[src/rtl/bfm_ahbmaster_lite.sv]
// bfm_ahbmaster_lite: single-master AHB-Lite transaction engine.
// Accepts one command per cycle, issues SINGLE transfers with overlapped
// address/data phases and returns responses in issue order.
// Optional feature macro: AHBM_TIMEOUT_EN (data-phase timeout abort, HUNG).
module bfm_ahbmaster_lite #(
  parameter int AWIDTH  = 10,
  parameter int TIMEOUT = 256,
  parameter int TPD     = 1
) (
  input  logic              HCLK,
  input  logic              HRESET,
  input  logic              CMD_VALID,
  output logic              CMD_READY,
  input  logic              CMD_WRITE,
  input  logic [AWIDTH-1:0] CMD_ADDR,
  input  logic [2:0]        CMD_SIZE,
  input  logic [31:0]       CMD_WDATA,
  output logic              RSP_VALID,
  output logic [31:0]       RSP_RDATA,
  output logic              RSP_ERR,
  output logic              BUSY,
  output logic              HUNG,
  output logic              HSEL,
  output logic [AWIDTH-1:0] HADDR,
  output logic [1:0]        HTRANS,
  output logic              HWRITE,
  output logic [2:0]        HSIZE,
  output logic [2:0]        HBURST,
  output logic              HMASTLOCK,
  output logic [3:0]        HPROT,
  output logic [31:0]       HWDATA,
  input  logic [31:0]       HRDATA,
  input  logic              HREADYIN,
  input  logic              HRESP
);

  // Output delays are a simulation-only notion and are not modelled in this
  // synthesizable view; TIMEOUT is only consumed when the timeout is built in.
  localparam int cfg_unused = TPD + TIMEOUT;

  // Address-phase register (A)
  logic              a_valid_r;
  logic [AWIDTH-1:0] a_addr_r;
  logic              a_write_r;
  logic [2:0]        a_size_r;
  logic [31:0]       a_wdata_r;

  // Data-phase register (D)
  logic              d_valid_r;
  logic              d_write_r;
  logic [31:0]       d_wdata_r;

  // Second cycle of a two-cycle ERROR response: hold off the next address.
  logic              cancel_r;

  // Registered response
  logic              rsp_valid_r;
  logic [31:0]       rsp_rdata_r;
  logic              rsp_err_r;

  logic              cmd_ready_s;
  logic              accept_s;
  logic              advance_s;
  logic              complete_s;
  logic              err_first_s;
  logic              abort_s;
  logic              hung_s;

`ifdef AHBM_TIMEOUT_EN
  logic [15:0] to_cnt_r;
  logic        hung_r;

  // The abort fires on the edge that samples the TIMEOUT-th low HREADY cycle.
  assign abort_s = d_valid_r & ~HREADYIN & (to_cnt_r == 16'(TIMEOUT - 1));
  assign hung_s  = hung_r;

  // Count consecutive wait cycles of the current data phase; latch the hang.
  always_ff @(posedge HCLK or posedge HRESET) begin
    if (HRESET) begin
      to_cnt_r <= 16'd0;
      hung_r   <= 1'b0;
    end else begin
      if (d_valid_r & ~HREADYIN & ~abort_s) begin
        to_cnt_r <= to_cnt_r + 16'd1;
      end else begin
        to_cnt_r <= 16'd0;
      end
      if (abort_s) begin
        hung_r <= 1'b1;
      end
    end
  end
`else
  assign abort_s = 1'b0;
  assign hung_s  = 1'b0;
`endif

  // Ready also drops on the abort edge so no command is accepted and then lost.
  assign cmd_ready_s = ~HRESET & ~hung_s & ~cancel_r & ~abort_s & (~a_valid_r | HREADYIN);
  assign accept_s    = CMD_VALID & cmd_ready_s;
  assign advance_s   = a_valid_r & HREADYIN & ~cancel_r;
  assign complete_s  = d_valid_r & HREADYIN;
  assign err_first_s = d_valid_r & HRESP & ~HREADYIN;

  // Move commands through the address and data phases.
  always_ff @(posedge HCLK or posedge HRESET) begin
    if (HRESET) begin
      a_valid_r <= 1'b0;
      a_addr_r  <= '0;
      a_write_r <= 1'b0;
      a_size_r  <= 3'd0;
      a_wdata_r <= 32'd0;
      d_valid_r <= 1'b0;
      d_write_r <= 1'b0;
      d_wdata_r <= 32'd0;
    end else begin
      if (abort_s) begin
        a_valid_r <= 1'b0;
      end else if (accept_s) begin
        a_valid_r <= 1'b1;
        a_addr_r  <= CMD_ADDR;
        a_write_r <= CMD_WRITE;
        a_size_r  <= CMD_SIZE;
        a_wdata_r <= CMD_WDATA;
      end else if (advance_s) begin
        a_valid_r <= 1'b0;
      end

      if (abort_s) begin
        d_valid_r <= 1'b0;
      end else if (advance_s) begin
        d_valid_r <= 1'b1;
        d_write_r <= a_write_r;
        d_wdata_r <= a_wdata_r;
      end else if (complete_s) begin
        d_valid_r <= 1'b0;
      end
    end
  end

  // Track the second cycle of an ERROR response.
  always_ff @(posedge HCLK or posedge HRESET) begin
    if (HRESET) begin
      cancel_r <= 1'b0;
    end else if (abort_s) begin
      cancel_r <= 1'b0;
    end else if (err_first_s) begin
      cancel_r <= 1'b1;
    end else if (HREADYIN) begin
      cancel_r <= 1'b0;
    end
  end

  // Capture one response per completed (or aborted) data phase.
  always_ff @(posedge HCLK or posedge HRESET) begin
    if (HRESET) begin
      rsp_valid_r <= 1'b0;
      rsp_err_r   <= 1'b0;
      rsp_rdata_r <= 32'd0;
    end else begin
      rsp_valid_r <= complete_s | abort_s;
      if (abort_s) begin
        rsp_err_r   <= 1'b1;
        rsp_rdata_r <= 32'hDEAD_BEEF;
      end else if (complete_s) begin
        rsp_err_r   <= HRESP;
        rsp_rdata_r <= d_write_r ? 32'd0 : HRDATA;
      end else begin
        rsp_err_r   <= 1'b0;
        rsp_rdata_r <= 32'd0;
      end
    end
  end

  assign CMD_READY = cmd_ready_s;
  assign RSP_VALID = rsp_valid_r;
  assign RSP_RDATA = rsp_rdata_r;
  assign RSP_ERR   = rsp_err_r;
  assign BUSY      = a_valid_r | d_valid_r;
  assign HUNG      = hung_s;

  assign HTRANS    = (a_valid_r & ~cancel_r) ? 2'b10 : 2'b00;
  assign HSEL      = HTRANS[1];
  assign HADDR     = a_addr_r;
  assign HWRITE    = a_write_r;
  assign HSIZE     = a_size_r;
  assign HWDATA    = d_wdata_r;
  assign HBURST    = 3'b000;
  assign HMASTLOCK = 1'b0;
  assign HPROT     = 4'b0011;

endmodule

[config.mk]
export PLATFORM = sky130hd
export DESIGN_NAME = bfm_ahbmaster_lite
export DESIGN_NICKNAME = d
export VERILOG_FILES = /design/src/rtl/bfm_ahbmaster_lite.sv
export SDC_FILE = /design/constraint.sdc
export NUM_CORES = 1
export LEC_CHECK = 0
export BUFFER_PORTS_ARGS = -buffer_cell sky130_fd_sc_hd__buf_2
export CAP_MARGIN = 20
export CORE_ASPECT_RATIO = 1.25
export CORE_UTILIZATION = 51
export CTS_CLUSTER_DIAMETER = 200
export DETAILED_ROUTE_END_ITERATION = 10
export GPL_TIMING_DRIVEN = 1
export PLACE_DENSITY = 0.84
export SETUP_SLACK_MARGIN = 0.02
export SYNTH_ARGS = -nofsm -noshare
export SYNTH_HDL_FRONTEND = slang
export SYNTH_SLANG_ARGS = --single-unit
export TNS_END_PERCENT = 20
[constraint.sdc]
create_clock -name HCLK -period 5.24 [get_ports HCLK]
set_clock_uncertainty 0.05 [all_clocks]
set_input_delay 0 -clock HCLK [delete_from_list [all_inputs] [get_ports HCLK]]
set_output_delay 0 -clock HCLK [all_outputs]
set_load 0.01 [all_outputs]
# --- After elaboration in Yosys (flattened, before gate mapping) ---
# Cells that the tools add are included.
word_totals:
  out_inout_bits: 94
  regBits: 116
  wordCells: 40
  inputBits: 83
op_classes:
  n_mux: 10
  n_reduce_logical: 3
  bitwise_logic: 15
ops:
  columns: ["op", "count"]
  rows:
  - ["2-to-1 mux 32 bit", 2]
  - ["bitwise AND 1 bit", 9]
  - ["2-to-1 mux 1 bit", 7]
  - ["nonzero test 2 bit", 3]
  - ["NOT 1 bit", 4]
  - ["2-to-1 mux 2 bit", 1]
  - ["bitwise OR 1 bit", 2]

# --- Logic depth before layout (Yosys ltp) ---
depth:
  word_depth: 5
  mapped_depth: 5
  ltp_nobuf: 3

# --- Worst setup path after synthesis ---
# OpenSTA, ideal clock, no wires.
synth_timing:
  path_type: "register -> register"
  from: "reg a_valid_r"
  to: "reg a_addr_r[0], in the netlist HADDR[0]"
  path_buffers: 2
  path_stages_with_launch: 5
  synth_period_minus_slack_ns: 1.618
  t_arrival_ns: 1.440
  slack_ns: 3.622
  setup_time_ns: 0.127
  required_ns: 5.063
  cell_sequence: "dfrtp_1 > a2111oi_4 > buf_4 > buf_6 > mux2_1"
synth_between:
  elab_chain_len: 4
synth_rtl:
  columns: ["item", "line", "rtl"]
  rows:
  - ["from (decl)", "42", "logic a_valid_r;"]
  - ["from (signal assigned)", "108", "a_valid_r <= 1'b0;"]
  - ["from (signal assigned)", "118", "a_valid_r <= 1'b0;"]
  - ["from (signal assigned)", "120", "a_valid_r <= 1'b1;"]
  - ["NOT 1 bit", "99", "assign cmd_ready_s = ~HRESET & ~hung_s & ~cancel_r & ~abort_s & (~a_valid_r | HREADYIN);"]
  - ["bitwise OR 1 bit", "99", null]
  - ["bitwise AND 1 bit", "99", null]
  - ["bitwise AND 1 bit", "100", "assign accept_s = CMD_VALID & cmd_ready_s;"]
  - ["to (signal assigned)", "109", "a_addr_r <= '0;"]
  - ["to (signal assigned)", "121", "a_addr_r <= CMD_ADDR;"]
  - ["to (decl)", "43", "logic [AWIDTH-1:0] a_addr_r;"]
# No other way between the ends.
# A chain may end at the register's enable or synchronous reset.

# --- Worst setup path in the final report ---
layout_timing:
  from: "reg a_valid_r"
  to: "reg a_wdata_r[6]"
layout_between:
  elab_chain_len: 4
layout_rtl:
  columns: ["item", "line", "rtl"]
  rows:
  - ["NOT 1 bit", "99", null]
  - ["bitwise OR 1 bit", "99", null]
  - ["bitwise AND 1 bit", "99", null]
  - ["bitwise AND 1 bit", "100", null]
  - ["to (signal assigned)", "112", "a_wdata_r <= 32'd0;"]
  - ["to (signal assigned)", "124", "a_wdata_r <= CMD_WDATA;"]
  - ["to (decl)", "46", "logic [31:0] a_wdata_r;"]
# No other way between the ends.

==> results.ini <==
[outcome]
status=complete, but fails checks
violations=design-rule violations

[die]
die-area_um2=8740
fp.coreArea_um2=7970
die_h_um=104
rows=36
initial_utilization_pct=53.5
io_pins=177
die_w_um=83.8

[placed_design]
finalWeightedCongestion=0.744
place_hpwl_um=5720
placed_cell_area_um2=5120
io_buffers=166

[synth]
ys_warn_count=0
synth_top_cell_by_area=dfrtp_1
yosys.area.top_type_share_pct=68.0
synth_top_flop_cell=dfrtp_1
yosys_register_bits=116
yosysMostFrequentCell=dfrtp_1
synth-edff-count=0
avgSynthCellArea_um2=16.0
ys_seq_area_share_pct=68.0
synth_area_um2=4270
synth_area_leaders=dfrtp_1 68%, mux2_2 13%, mux2_1 7.7%, and2_1 4.7%, buf_4 2.6%
netlist_instances=267
synth_commonest_cells=116 x dfrtp_1, 50 x mux2_2, 32 x and2_1
ys_types=22
async_flop_share_pct=100

[cts]
post_cts_resized=0
clkLatencyLatePin_ns=0.51
ctsRootBufferMaster=clkbuf_8
cts_tree=yes
htreeDepth=4
post_cts_buffers=0
clock-sinks=116
clk_pin_slew_ns=0.06
cts-buffers-inserted=17
cts_buffer_depth=2

[timing]
tns_ns=0
grt_setup_unrepaired=false
min_period_over_period_pct=44.4
hold_viol=0
slew_headroom_pct=54.2
finalCriticalPeriod_ns=2.32
whs_ns=0.0624
worstMarginPinSlew_ns=0.687
finalMaxSlewViolations=0
fmax_ghz=0.430
finalSetupViolations=0

[worst_setup_path]
arrival_ns=2.65
worstSetupPathType=reg -> reg
critPathCaptureType=register
crit_path_start_kind=register
crit_required_ns=5.57
critical_path_peak_fanout=39
r2r_cells=3

[final_layout]
diodes=0
final_cell_area_um2=6650
synthToLayoutAreaGrowth_pct=56.0
utilization_pct=83.5
nets=616
final_layout_size_suffix_gt1_share_pct=46.9

[power_and_ir_drop]
pwr-share-seq_pct=39.8
intPower_uw=2490
pwr-share-comb_pct=26.5
swShare_pct=28.6
clkPwrFrac_pct=33.7
p_leak_uw=0.00333
p_per_area_nw_per_um2=523
net-switching-power_uw=995
ir_drop_uv=292

[routing]
wl_per_cell_um=17.5
drt-total-wl_um=11200
drtPass1Iterations=7
vias=3155
viasPerCell=4.92
drtIter0Drc=117
drc=24
ant_nets=0

[global_routing]
grt_max_degree=82
grt_pass1_wl_um=17900
grt_usage_pct=27.2
antenna_found_initial=0
grt_overflow_total=0
grt_pass1_vias=3550

[job]
maxCapViolations=0

[min_path]
min_path_type=in -> async

power by group through the flow:
stage / logic [uW] / clock network (uW) / registers (uW)
after floorplan: 409 / 0 / 1450
after global placement: 781 / 0 / 1360
after detailed placement: 808 / 0 / 1380
after CTS: 899 / 1180 / 1370
after global routing: 989 / 1240 / 1420
final: 921 / 1170 / 1390
layout make-up:
cell class | instances | area (um^2)
clock inverter | 13 | 183
fill | 392 | 1320
multi-input combinational | 133 | 1220
timing repair buffer | 261 | 1790
tap | 95 | 119
sequential | 116 | 2900
clock buffer | 19 | 422
inverter | 4 | 17.5
through the flow:
step                worst slack (ns)  instances  total power, uW
finish                          2.92        641             3480
global route                    2.81        641             3650
CTS                             2.94        640             3450
detailed placement              2.96        518             2190
global placement                3.03        518             2140
floorplan                       2.12        275             1860
cell families (layout without fill, tap and decap cells):
| kind of cell | after synthesis | count (layout) | share of synthesized area, % |
|---|---|---|---|
| other | 2 | 10 | 0.176 |
| muxes | 79 | 79 | 20.9 |
| and+or+nand+nor | 39 | 39 | 5.54 |
| AOI/OAI and AO/OA | 5 | 5 | 1.23 |
| DFF | 116 | 116 | 68.0 |
| buffers and inverters | 26 | 297 | 4.16 |
sequential cells by signal, indices dropped and copies added (netlist names):
register and flops:
HADDR 10, d_valid_r 1, HWRITE 1, a_wdata_r 32, RSP_ERR 1, RSP_VALID 1
d_write_r 1, cancel_r 1, RSP_RDATA 32, a_valid_r 1, HWDATA 32, HSIZE 3
worst max-delay path, cell delays in order, from the launching register on:
cell	delay (ns)
dfrtp_1	0.44
a2111oi_4	0.71
buf_4	0.57
mux2_1	0.40
metal layers:
| layer | up-vias | GRT usage [%] | wire length (um) |
|---|---|---|---|
| li1 | 1408 | - | - |
| met3 | 22 | 9.37 | 840 |
| met4 | 0 | 8.87 | 214 |
| met5 | - | 0 | 0 |
| met2 | 141 | 48.1 | 5980 |
| met1 | 1584 | 30.5 | 4160 |
what timing repair did:
item | 4_1_cts | 5_1_grt
hold buffers | 90 | 0
endpoints found under the setup margin | 0 | 0
hold endpoints to repair | 117 | 0
cell usage in the layout, fill, tap and decap left out, types with 2 or more instances in the layout:
cell / n
inv_1: 2
and2_1: 32
dfrtp_1: 116
conb_1: 10
buf_2: 166
bufinv_16: 4
nor2_1: 2
mux2_1: 29
clkbuf_1: 2
dlygate4sd3_1: 90
clkinv_2: 3
mux2_2: 50
clkbuf_16: 16
clkinvlp_4: 4
buf_4: 4
path summary, 6_finish.rpt:
check,slack (ns),end,start
setup / recovery,2.92,a_wdata_r[6]$_DFFE_PP0P_,a_valid_r$_DFFE_PP0P_
hold / removal,0.06,RSP_RDATA[16]$_DFF_PP0_,HRESET
setup reg to reg,2.92,a_wdata_r[6]$_DFFE_PP0P_,a_valid_r$_DFFE_PP0P_
hold reg to reg,0.43,a_wdata_r[26]$_DFFE_PP0P_,a_wdata_r[26]$_DFFE_PP0P_
max in group asynchronous,4.13,HADDR[3]$_DFFE_PP0P_,HRESET
min in group HCLK,0.19,RSP_RDATA[9]$_DFF_PP0_,HRDATA[9]
(Power assumes the default switching activity.)
